`src/rtl/mem_port_arbiter_pkg.sv`:
```
// mem_arb_pkg: shared types and constants for the RAM port-2 arbiter.
//   arb_state_t : IDLE -> ACCESS -> RESP -> IDLE transaction FSM
//   mem_req_t   : latched winning request (sized for the widest build, 32/32)
//   NUM_REQ     : number of requesters sharing the port
package mem_arb_pkg;

   localparam int NUM_REQ    = 2;
   localparam int REQ_IDX_W  = 1;
   localparam int MAX_ADDR_W = 32;
   localparam int MAX_DATA_W = 32;
   localparam int CNT_W      = 4;   // WAIT_CYCLES range 0..15

   typedef enum logic [1:0] {
      IDLE   = 2'd0,
      ACCESS = 2'd1,
      RESP   = 2'd2
   } arb_state_t;

   typedef struct packed {
      logic [MAX_ADDR_W-1:0] addr;
      logic [MAX_DATA_W-1:0] wdata;
      logic [3:0]            wmask;
      logic                  wen;
   } mem_req_t;

endpackage

```
`src/rtl/mem_port_arbiter_if.sv`:
```
// mem_port_arbiter_if: requester channels plus RAM port-2 signals.
//   slave  : arbiter side (takes requests and rdata, drives ready/resp/mem_*)
//   master : environment side (requesters + RAM)
interface mem_port_arbiter_if
   import mem_arb_pkg::*;
#(
   parameter int ADDR_W = 32,
   parameter int DATA_W = 32
);
   logic [NUM_REQ-1:0]             req_valid;
   logic [NUM_REQ-1:0]             req_ready;
   logic [NUM_REQ-1:0][ADDR_W-1:0] req_addr;
   logic [NUM_REQ-1:0]             req_wen;
   logic [NUM_REQ-1:0][DATA_W-1:0] req_wdata;
   logic [NUM_REQ-1:0][3:0]        req_wmask;
   logic [NUM_REQ-1:0]             resp_valid;
   logic [DATA_W-1:0]              resp_rdata;
   logic                           mem_wen;
   logic [ADDR_W-1:0]              mem_addr;
   logic [DATA_W-1:0]              mem_wdata;
   logic [3:0]                     mem_wmask;
   logic [DATA_W-1:0]              mem_rdata;

   modport slave (
      input  req_valid, req_addr, req_wen, req_wdata, req_wmask, mem_rdata,
      output req_ready, resp_valid, resp_rdata,
             mem_wen, mem_addr, mem_wdata, mem_wmask
   );

   modport master (
      output req_valid, req_addr, req_wen, req_wdata, req_wmask, mem_rdata,
      input  req_ready, resp_valid, resp_rdata,
             mem_wen, mem_addr, mem_wdata, mem_wmask
   );

endinterface

```
`src/rtl/mem_port_arbiter_rr_arbiter2.sv`:
```
// rr_arbiter2: combinational two-way round-robin pick.
//   valid      in  [1:0] request valids
//   last_grant in  index of the requester served last
//   grant      out [1:0] one-hot pick (zero when nothing valid)
//   grant_idx  out index of the pick
//   grant_any  out some requester picked
module rr_arbiter2
   import mem_arb_pkg::*;
(
   input  logic [NUM_REQ-1:0]   valid,
   input  logic [REQ_IDX_W-1:0] last_grant,
   output logic [NUM_REQ-1:0]   grant,
   output logic [REQ_IDX_W-1:0] grant_idx,
   output logic                 grant_any
);

   always_comb begin
      grant = valid;
      // On a tie, the requester that did not win last time goes next.
      if (&valid)
         grant = last_grant ? 2'b01 : 2'b10;
      grant_idx = grant[1];
      grant_any = |valid;
   end

endmodule

```
`src/rtl/mem_port_arbiter.sv`:
```
// mem_port_arbiter: round-robin share of RAM port 2 between the load/store
// unit (requester 0) and the debug/DMA loader (requester 1).
//   clk, rst_n  clock, asynchronous active-low reset
//   bus         mem_port_arbiter_if.slave:
//                 req_valid/req_ready + payload per requester,
//                 resp_valid (one-cycle pulse) / resp_rdata,
//                 mem_wen/mem_addr/mem_wdata/mem_wmask out, mem_rdata in
// One transaction every WAIT_CYCLES+3 cycles: grant in IDLE, strobe at the
// end of ACCESS, response pulse in RESP.
module mem_port_arbiter
   import mem_arb_pkg::*;
#(
   parameter int ADDR_W      = 32,
   parameter int DATA_W      = 32,
   parameter int WAIT_CYCLES = 0
)(
   input  logic               clk,
   input  logic               rst_n,
   mem_port_arbiter_if.slave  bus
);

   localparam logic [CNT_W-1:0] WAIT_INIT = CNT_W'(WAIT_CYCLES);

   arb_state_t             state_q, state_d;
   logic [CNT_W-1:0]       cnt_q, cnt_d;
   mem_req_t               req_q, req_d;
   logic [REQ_IDX_W-1:0]   gnt_q, gnt_d;
   logic [REQ_IDX_W-1:0]   last_grant_q, last_grant_d;
   logic [DATA_W-1:0]      rdata_q, rdata_d;

   logic [NUM_REQ-1:0]     pick;
   logic [REQ_IDX_W-1:0]   pick_idx;
   logic                   pick_any;
   logic                   strobe;

   rr_arbiter2 u_rr (
      .valid      (bus.req_valid),
      .last_grant (last_grant_q),
      .grant      (pick),
      .grant_idx  (pick_idx),
      .grant_any  (pick_any)
   );

   // ---------------- state register ----------------
   always_ff @(posedge clk or negedge rst_n) begin
      if (!rst_n) begin
         state_q      <= IDLE;
         cnt_q        <= '0;
         req_q        <= '0;
         gnt_q        <= '0;
         last_grant_q <= 1'b1;   // requester 0 wins the first tie
         rdata_q      <= '0;
      end else begin
         state_q      <= state_d;
         cnt_q        <= cnt_d;
         req_q        <= req_d;
         gnt_q        <= gnt_d;
         last_grant_q <= last_grant_d;
         rdata_q      <= rdata_d;
      end
   end

   // ---------------- next-state / datapath ----------------
   always_comb begin
      state_d      = state_q;
      cnt_d        = cnt_q;
      req_d        = req_q;
      gnt_d        = gnt_q;
      last_grant_d = last_grant_q;
      rdata_d      = rdata_q;
      unique case (state_q)
         IDLE: begin
            if (pick_any) begin
               req_d.addr  = MAX_ADDR_W'(bus.req_addr[pick_idx]);
               req_d.wdata = MAX_DATA_W'(bus.req_wdata[pick_idx]);
               req_d.wmask = bus.req_wmask[pick_idx];
               req_d.wen   = bus.req_wen[pick_idx];
               cnt_d       = WAIT_INIT;
               gnt_d       = pick_idx;
               state_d     = ACCESS;
            end
         end
         ACCESS: begin
            if (cnt_q != '0) begin
               cnt_d = cnt_q - 1'b1;
            end else begin
               // Combinational RAM read: this is the pre-write word on a write.
               rdata_d = bus.mem_rdata;
               state_d = RESP;
            end
         end
         RESP: begin
            last_grant_d = gnt_q;
            state_d      = IDLE;
         end
         default: state_d = IDLE;
      endcase
   end

   // ---------------- outputs ----------------
   assign strobe = (state_q == ACCESS) && (cnt_q == '0);

   always_comb begin
      // rst_n gate keeps ready low while reset is held with valids pending.
      bus.req_ready  = (state_q == IDLE && rst_n) ? pick : '0;
      bus.mem_wen    = strobe & req_q.wen;
      bus.mem_wmask  = (strobe && req_q.wen) ? req_q.wmask : 4'b0000;
      bus.mem_addr   = req_q.addr[ADDR_W-1:0];
      bus.mem_wdata  = req_q.wdata[DATA_W-1:0];
      bus.resp_rdata = rdata_q;
   end

   for (genvar i = 0; i < NUM_REQ; i++) begin : g_resp
      assign bus.resp_valid[i] = (state_q == RESP) && (gnt_q == REQ_IDX_W'(i));
   end

endmodule
```
`src/flat_wrapper.sv`:
```
// flat-port wrapper written by rule: the top's interface ports become plain ports
module mem_port_arbiter_flat import mem_arb_pkg::*;
#(
   parameter int ADDR_W      = 32,
   parameter int DATA_W      = 32,
   parameter int WAIT_CYCLES = 0
)
  (clk, rst_n, bus_req_valid, bus_req_addr, bus_req_wen, bus_req_wdata, bus_req_wmask, bus_mem_rdata, bus_req_ready, bus_resp_valid, bus_resp_rdata, bus_mem_wen, bus_mem_addr, bus_mem_wdata, bus_mem_wmask);
  mem_port_arbiter_if #(.ADDR_W(ADDR_W), .DATA_W(DATA_W)) bus_i ();
  input  logic clk;
  input  logic rst_n;
  input wire logic [$bits(bus_i.req_valid)-1:0] bus_req_valid;
  input wire logic [$bits(bus_i.req_addr)-1:0] bus_req_addr;
  input wire logic [$bits(bus_i.req_wen)-1:0] bus_req_wen;
  input wire logic [$bits(bus_i.req_wdata)-1:0] bus_req_wdata;
  input wire logic [$bits(bus_i.req_wmask)-1:0] bus_req_wmask;
  input wire logic [$bits(bus_i.mem_rdata)-1:0] bus_mem_rdata;
  output wire logic [$bits(bus_i.req_ready)-1:0] bus_req_ready;
  output wire logic [$bits(bus_i.resp_valid)-1:0] bus_resp_valid;
  output wire logic [$bits(bus_i.resp_rdata)-1:0] bus_resp_rdata;
  output wire logic [$bits(bus_i.mem_wen)-1:0] bus_mem_wen;
  output wire logic [$bits(bus_i.mem_addr)-1:0] bus_mem_addr;
  output wire logic [$bits(bus_i.mem_wdata)-1:0] bus_mem_wdata;
  output wire logic [$bits(bus_i.mem_wmask)-1:0] bus_mem_wmask;
  assign bus_i.req_valid = bus_req_valid;
  assign bus_i.req_addr = bus_req_addr;
  assign bus_i.req_wen = bus_req_wen;
  assign bus_i.req_wdata = bus_req_wdata;
  assign bus_i.req_wmask = bus_req_wmask;
  assign bus_i.mem_rdata = bus_mem_rdata;
  assign bus_req_ready = bus_i.req_ready;
  assign bus_resp_valid = bus_i.resp_valid;
  assign bus_resp_rdata = bus_i.resp_rdata;
  assign bus_mem_wen = bus_i.mem_wen;
  assign bus_mem_addr = bus_i.mem_addr;
  assign bus_mem_wdata = bus_i.mem_wdata;
  assign bus_mem_wmask = bus_i.mem_wmask;
  mem_port_arbiter #(.ADDR_W(ADDR_W), .DATA_W(DATA_W), .WAIT_CYCLES(WAIT_CYCLES)) u_core (.clk(clk), .rst_n(rst_n), .bus(bus_i));
endmodule
```
`config.mk`:
```
export PLATFORM = sky130hd
export DESIGN_NAME = mem_port_arbiter_flat
export DESIGN_NICKNAME = d
export VERILOG_FILES = /design/src/rtl/mem_port_arbiter_pkg.sv /design/src/rtl/mem_port_arbiter_if.sv /design/src/rtl/mem_port_arbiter_rr_arbiter2.sv /design/src/rtl/mem_port_arbiter.sv /design/src/flat_wrapper.sv
export SDC_FILE = /design/constraint.sdc
export NUM_CORES = 1
export LEC_CHECK = 0
export BUFFER_PORTS_ARGS = -buffer_cell sky130_fd_sc_hd__buf_2
export CAP_MARGIN = 20
export CORE_AREA = 2 2 150 152
export CTS_BUF_LIST = sky130_fd_sc_hd__clkbuf_16
export DETAILED_ROUTE_END_ITERATION = 8
export DIE_AREA = 0 0 152 154
export SLEW_MARGIN = 10
export SYNTH_ARGS = -nofsm -noshare
export SYNTH_HDL_FRONTEND = slang
export SYNTH_HIERARCHICAL = 1
export SYNTH_SLANG_ARGS = --single-unit
```
`constraint.sdc`:
```
create_clock -name clk -period 1.8 [get_ports clk]
set_clock_uncertainty 0.05 [all_clocks]
set_input_delay 0.27 -clock clk [delete_from_list [all_inputs] [get_ports clk]]
set_output_delay 0.27 -clock clk [all_outputs]
set_load 0.02 [all_outputs]
```
==> flow_metrics.env, run 1 <==
export IMPL_cts_path_max_buffers=2
export IMPL_timing_final_hold_violations=0
export IMPL_worst_slew_pin_slew_ns=0.571
export IMPL_post_place_cells=975
export IMPL_std_cell_rows=54
export IMPL_drt_pass1_iterations=4
export IMPL_dp_slack_ns=-0.0229
export IMPL_syn_to_final_growth_pct=35.8
export IMPL_worst_r2r_path_depth=9
export IMPL_cap_violations=0
export IMPL_cts_tree="done"
export IMPL_hpwlAfterDp_um=9480
export IMPL_top_level_ports=279
export IMPL_grt_resource_usage_total_pct=10.9
export IMPL_detail_route_wirelength_met1_um=5420
export IMPL_period_utilisation_layout_pct=117
export IMPL_clk_latency_ns=0.35
export IMPL_tritoncts_num_sinks=109
export IMPL_status="finished, violations left"
export IMPL_grt_first_pass_wirelength_um=20400
export IMPL_yosys_area_share_xor_xnor_pct=0
export IMPL_main_combinational_cell_family_by_area_after_synthesis="multiplexers"
export IMPL_cp_data_arrival_time_ns=1.79
export IMPL_floorplan_die_height_um=154
export IMPL_reg2reg_from="u_core/cnt_q[0]"
export IMPL_synth_simple_gate_area_share_pct=8.44
export IMPL_synth_cells=487
export IMPL_htree_num_levels=3
export IMPL_synth_top_cells_by_area="sky130_fd_sc_hd__dfrtp_1, sky130_fd_sc_hd__mux2i_1, sky130_fd_sc_hd__buf_4, sky130_fd_sc_hd__a21oi_1, sky130_fd_sc_hd__nor2_1"
export IMPL_netlist_area_before_placement_mm2=0.00536
export IMPL_worstReg2RegEnd="u_core/bus.resp_rdata[7]"
export IMPL_routed_wl_um=13200
export IMPL_timing_final_ws_setup_ns=-0.306
export IMPL_crit_start_category="flop"
export IMPL_io_buffer_count=278
export IMPL_setup_tns_ns=-7.26
export IMPL_core_mm2=0.0217
export IMPL_layoutNonFillerInstCount=1003
export IMPL_fin_util_pct=33.6
export IMPL_slew_violations=0
export IMPL_rrSetupSlack_ns=-0.22
export IMPL_num_vias=4066
export IMPL_placement_cell_area_mm2=0.00678
export IMPL_holdPathEnd="u_core/bus.resp_rdata[29]"
export IMPL_final_common_cell="sky130_fd_sc_hd__buf_2"
export IMPL_initial_core_util_pct=24.7
export IMPL_synth_sequential_area_ratio_pct=50.9
export IMPL_fin_nets=893
export IMPL_globalRouteOverflowTotal=0
export IMPL_critical_path_max_fanout=5
export IMPL_min_path_cells=2
export IMPL_synth_seq_cells=109
export IMPL_fill_cells=2197
export IMPL_design_power_total_mw=12.8
export IMPL_pwr_density_cell_mw_per_mm2=1760
export IMPL_wl_per_cell_um=13.1
export IMPL_synth_compound_area_share_pct=7.58
export IMPL_clock_edge_transition_at_the_registers_on_the_reported_setup_and_hold_paths_ns=0.08
export IMPL_power_leakage_nw=3.60
export IMPL_setup_viol=36
export IMPL_antenna_found_initial=0
export IMPL_first_global_vias=3963
export IMPL_hp_class="in2reg"
export IMPL_die_width_um=152
export IMPL_synth_cell_type_count=34
export IMPL_diodes=0
export IMPL_synthesis_yosys_warnings=6
export IMPL_avgSynthCellArea_um2=11.0
export IMPL_fin_hold_ws_ns=0.0762
export IMPL_min_from="bus_mem_rdata[29]"
export IMPL_cp_end_kind="output pin"
export IMPL_grt_max_degree=107
export IMPL_yosys_area_share_adder_pct=0.233
export IMPL_top_layer_used="met4"
export IMPL_final_antenna_net_count=0
export IMPL_root_buffer="sky130_fd_sc_hd__clkbuf_16"
export IMPL_mostFrequentLayoutCells="sky130_fd_sc_hd__buf_2, sky130_fd_sc_hd__dfrtp_1, sky130_fd_sc_hd__nor2_1"
export IMPL_routed_wl_met3_um=943
export IMPL_globalplace_congestion=0.743
export IMPL_crit_type="reg2out"
export IMPL_route_detailed_vias_per_inst=4.05
export IMPL_fraction_of_final_layout_cells_with_drive_strength_greater_than_1_pct=51.0
export IMPL_violations_in_the_final_reports="setup timing"
export IMPL_number_of_buffers_created_by_cts=9
export IMPL_dieArea_mm2=0.0234
export IMPL_synth_top_cell_area_share_pct=50.4
export IMPL_worst_ir_drop_vdd_mv=0.653
export IMPL_wl_met2_um=6630
export IMPL_worst_endpoint_required_ns=1.48
export IMPL_finish_instance_area_mm2=0.00729
export IMPL_grt_setup_unrepaired="true"
export IMPL_drtIter0Drc=181
export IMPL_maxSlewHeadroom_pct=61.9
export IMPL_synth_mux_area_share_pct=20.3
export IMPL_fin_crit_ns=2.11
export IMPL_drt_drc_violations_left=0
export IMPL_critPathLaunch="u_core/cnt_q[0]"
export IMPL_synth_largest_area_cell="sky130_fd_sc_hd__dfrtp_1"
export IMPL_fmax_ghz=0.475
export IMPL_synth_fp_nets=662
-- logic make-up (layout without fill, tap and decap cells) --
family,after synthesis,after routing
compound gates,78,78
fa+ha+maj,1,1
buf+inv,99,335
flops,109,109
mux,101,101
simple gates,99,99
-- repair_timing --
action	4_1_cts	5_1_grt
hold buffers	1	0
pin swaps	1	2
setup buffers	5	2
setup endpoints to repair	21	38
hold endpoints to repair	3	0
cloned	1	3
resized for setup	13	7
-- synth_stat cells --
master / count
sky130_fd_sc_hd__a211o_1: 1
sky130_fd_sc_hd__a21boi_1: 2
sky130_fd_sc_hd__a21o_1: 1
sky130_fd_sc_hd__a21oi_1: 70
sky130_fd_sc_hd__and2_1: 1
sky130_fd_sc_hd__and2b_1: 1
sky130_fd_sc_hd__and3_1: 6
sky130_fd_sc_hd__and3b_1: 1
sky130_fd_sc_hd__buf_12: 1
sky130_fd_sc_hd__buf_2: 19
sky130_fd_sc_hd__buf_4: 66
sky130_fd_sc_hd__buf_6: 2
sky130_fd_sc_hd__clkbuf_1: 6
sky130_fd_sc_hd__dfrtp_1: 108
sky130_fd_sc_hd__dfstp_2: 1
sky130_fd_sc_hd__ha_1: 1
sky130_fd_sc_hd__inv_1: 5
sky130_fd_sc_hd__mux2_1: 4
sky130_fd_sc_hd__mux2_2: 18
sky130_fd_sc_hd__mux2_4: 10
sky130_fd_sc_hd__mux2i_1: 69
sky130_fd_sc_hd__nand2_1: 6
sky130_fd_sc_hd__nand2b_1: 1
sky130_fd_sc_hd__nand3_1: 4
sky130_fd_sc_hd__nor2_1: 72
sky130_fd_sc_hd__nor3b_2: 1
sky130_fd_sc_hd__nor3b_4: 1
sky130_fd_sc_hd__nor4_1: 1
sky130_fd_sc_hd__nor4bb_1: 1
sky130_fd_sc_hd__o21ai_0: 2
sky130_fd_sc_hd__o21bai_1: 1
sky130_fd_sc_hd__o31ai_1: 1
sky130_fd_sc_hd__or2_1: 1
sky130_fd_sc_hd__or4b_2: 2
-- worst max-delay path: stages, from the launching register on --
cell,delay (ns)
sky130_fd_sc_hd__dfrtp_1,0.37
sky130_fd_sc_hd__inv_1,0.06
sky130_fd_sc_hd__ha_2,0.17
sky130_fd_sc_hd__nor3b_4,0.19
sky130_fd_sc_hd__and3b_2,0.24
sky130_fd_sc_hd__buf_12,0.12
sky130_fd_sc_hd__and3_4,0.18
sky130_fd_sc_hd__buf_6,0.11
-- final cells by class --
class / instances / area, µm² / share of cell area [%]
Sequential cell: 109 / 2730 / 37.5
Multi-Input combinational cell: 279 / 2000 / 27.5
Timing Repair Buffer: 314 / 1910 / 26.2
Tap cell: 280 / 350 / 4.81
Clock buffer: 9 / 225 / 3.09
Clock inverter: 7 / 51.3 / 0.704
Inverter: 5 / 18.8 / 0.258
-- power breakdown --
group          switching [mW]  total (mW)  internal [mW]  leakage, nW
clock network           0.942        1.89          0.951        0.133
registers               0.630        4.31           3.68         1.23
logic                    3.63        6.62           2.99         2.23
-- registers in the layout (all words and copies together) (netlist names) --
name and cells:
u_core/bus.mem_addr 32, u_core/bus.mem_wdata 32, u_core/bus.resp_rdata 32, u_core/cnt_q 4, u_core/gnt_q 1, u_core/last_grant_q 1, u_core/req_q 5, u_core/state_q 2
-- metal layers --
layer,vias up,global-route usage [%]
met3,10,3.49
li1,2057,-
met2,151,19.1
met5,-,0
met1,1848,12.6
met4,0,3.60
-- worst max path at each step --
| stage | endpoint | slack [ns] |
|---|---|---|
| floorplan | bus_mem_wmask[0] | -0.08 |
| global placement | bus_mem_wmask[3] | -0.000009 |
| detailed placement | bus_mem_wmask[3] | -0.02 |
| CTS | bus_mem_wmask[3] | -0.34 |
| global route | bus_mem_wmask[0] | -0.40 |
| finish | bus_mem_wmask[3] | -0.31 |
(Power assumes the default switching activity.)
==> inputs of run 2 (changes only) <==
Settings changed: CORE_AREA 2 2 150 152 to 2 2 110 112, DIE_AREA 0 0 152 154 to 0 0 112 114, PLACE_DENSITY from default to 0.82, RECOVER_POWER from default to 50.
Clock period 1.8 ns to 2.5 ns, I/O delays scaled along.
==> run 2 against run 1 <==
  * The run ends with capacitance limit, slew limit left
  * Sequential share of layout area is 3.4 points higher
  * Die area decreased by 45%
  * Register-to-register slack better by 0.60 ns
  * Count of clock-buffer cells in the layout stayed put
==> flow_metrics.env, run 2 (synthesis gave the netlist of run 1 again) <==
export IMPL_fin_crit_ns=2.35
export IMPL_worst_endpoint_required_ns=2.08
export IMPL_layoutNonFillerInstCount=844
export IMPL_power_leakage_nw=3.31
export IMPL_finish_instance_area_mm2=0.00668
export IMPL_route_detailed_vias_per_inst=4.83
export IMPL_num_vias=4076
export IMPL_dp_slack_ns=0.398
export IMPL_hp_class="in2reg"
export IMPL_initial_core_util_pct=45.8
export IMPL_drt_pass1_iterations=4
export IMPL_htree_num_levels=3
export IMPL_mostFrequentLayoutCells="sky130_fd_sc_hd__buf_2, sky130_fd_sc_hd__dfrtp_1, sky130_fd_sc_hd__nor2_1"
export IMPL_cts_path_max_buffers=2
export IMPL_core_mm2=0.0117
export IMPL_worst_slew_pin_slew_ns=1.72
export IMPL_die_width_um=112
export IMPL_io_buffer_count=278
export IMPL_critical_path_max_fanout=7
export IMPL_slew_violations=71
export IMPL_setup_viol=0
export IMPL_fraction_of_final_layout_cells_with_drive_strength_greater_than_1_pct=41.3
export IMPL_maxSlewHeadroom_pct=-14.4
export IMPL_setup_tns_ns=0
export IMPL_first_global_vias=3996
export IMPL_violations_in_the_final_reports="capacitance limit, slew limit"
export IMPL_cts_tree="done"
export IMPL_final_common_cell="sky130_fd_sc_hd__buf_2"
export IMPL_grt_resource_usage_total_pct=18.7
export IMPL_cap_violations=1
export IMPL_clock_edge_transition_at_the_registers_on_the_reported_setup_and_hold_paths_ns=0.08
export IMPL_post_place_cells=825
export IMPL_drtIter0Drc=173
export IMPL_timing_final_ws_setup_ns=0.154
export IMPL_pwr_density_cell_mw_per_mm2=1320
export IMPL_number_of_buffers_created_by_cts=9
export IMPL_fin_nets=867
export IMPL_wl_per_cell_um=14.7
export IMPL_period_utilisation_layout_pct=93.8
export IMPL_worst_ir_drop_vdd_mv=0.693
export IMPL_design_power_total_mw=8.83
export IMPL_hpwlAfterDp_um=9360
export IMPL_tritoncts_num_sinks=109
export IMPL_drt_drc_violations_left=0
export IMPL_root_buffer="sky130_fd_sc_hd__clkbuf_16"
export IMPL_grt_max_degree=72
export IMPL_std_cell_rows=40
export IMPL_cp_end_kind="output pin"
export IMPL_globalplace_congestion=0.813
export IMPL_placement_cell_area_mm2=0.00639
export IMPL_fmax_ghz=0.426
export IMPL_cp_data_arrival_time_ns=1.92
export IMPL_dieArea_mm2=0.0128
export IMPL_timing_final_hold_violations=0
export IMPL_floorplan_die_height_um=114
export IMPL_crit_type="reg2out"
export IMPL_diodes=0
export IMPL_grt_first_pass_wirelength_um=19000
export IMPL_globalRouteOverflowTotal=0
export IMPL_postCtsResizedCells=0
export IMPL_fin_hold_ws_ns=0.194
export IMPL_clk_latency_ns=0.35
export IMPL_antenna_found_initial=0
export IMPL_syn_to_final_growth_pct=24.5
export IMPL_grt_setup_unrepaired="false"
export IMPL_routed_wl_um=12400
export IMPL_post_cts_hold_buffer_count=0
export IMPL_status="finished, violations left"
export IMPL_fin_util_pct=57.0
export IMPL_top_level_ports=279
export IMPL_final_antenna_net_count=0
export IMPL_crit_start_category="flop"
[run 2: cell types whose count changed in the layout (fill, tap and decap cells not counted), sizes merged]
cell,delta
buf,-74
bufinv,+2
clkbuf,+50
clkinvlp,-2
clkinv,+2
bufbuf,-1
dlygate4sd3,-1
inv,-2
[run 2: final timing paths]
check	end	cells past startpoint	slack (ns)	start
min in group asynchronous	u_core/state_q[0]	2	0.35	rst_n
max in group asynchronous	u_core/bus.mem_wdata[18]	2	0.72	rst_n
min	u_core/bus.resp_rdata[29]	2	0.19	bus_mem_rdata[29]
min reg2reg	u_core/bus.resp_rdata[29]	1	0.45	u_core/bus.resp_rdata[29]
max reg2reg	u_core/bus.resp_rdata[5]	7	0.38	u_core/cnt_q[0]
max	bus_mem_wmask[0]	6	0.15	u_core/cnt_q[0]
[run 2: worst max-delay path, cell delays in order, from the launching register on]
cell and delay (ns):
sky130_fd_sc_hd__dfrtp_1 0.43, sky130_fd_sc_hd__inv_1 0.08, sky130_fd_sc_hd__ha_1 0.20, sky130_fd_sc_hd__nor3b_4 0.24, sky130_fd_sc_hd__and3b_2 0.29, sky130_fd_sc_hd__and3_1 0.18
sky130_fd_sc_hd__buf_2 0.16
[run 2: routing by layer]
| metal | wire length (µm) | share of wire (%) | track usage [%] |
|---|---|---|---|
| met5 | 0 | 0 | 0 |
| met4 | 335 | 2.7 | 9.51 |
| met3 | 775 | 6.3 | 4.04 |
| met2 | 6620 | 53 | 34.0 |
| met1 | 4640 | 38 | 20.8 |
[run 2: timing repair]
action,CTS,global route
hold endpoints to repair,0,0
setup buffers,0,3
setup endpoints to repair,0,5
[run 2: layout make-up]
type / count / area [µm²]
multi-input combinational: 279 / 1980
sequential: 109 / 2730
inverter: 5 / 18.8
clock inverter: 7 / 105
timing repair buffer: 288 / 1440
clock buffer: 9 / 225
fill: 1035 / 5030
tap: 147 / 184
[run 2: power breakdown]
part | internal, mW | leakage (nW) | switching, mW
Combinational | 1.60 | 1.92 | 2.50
Sequential | 2.65 | 1.23 | 0.536
Clock | 0.894 | 0.163 | 0.657
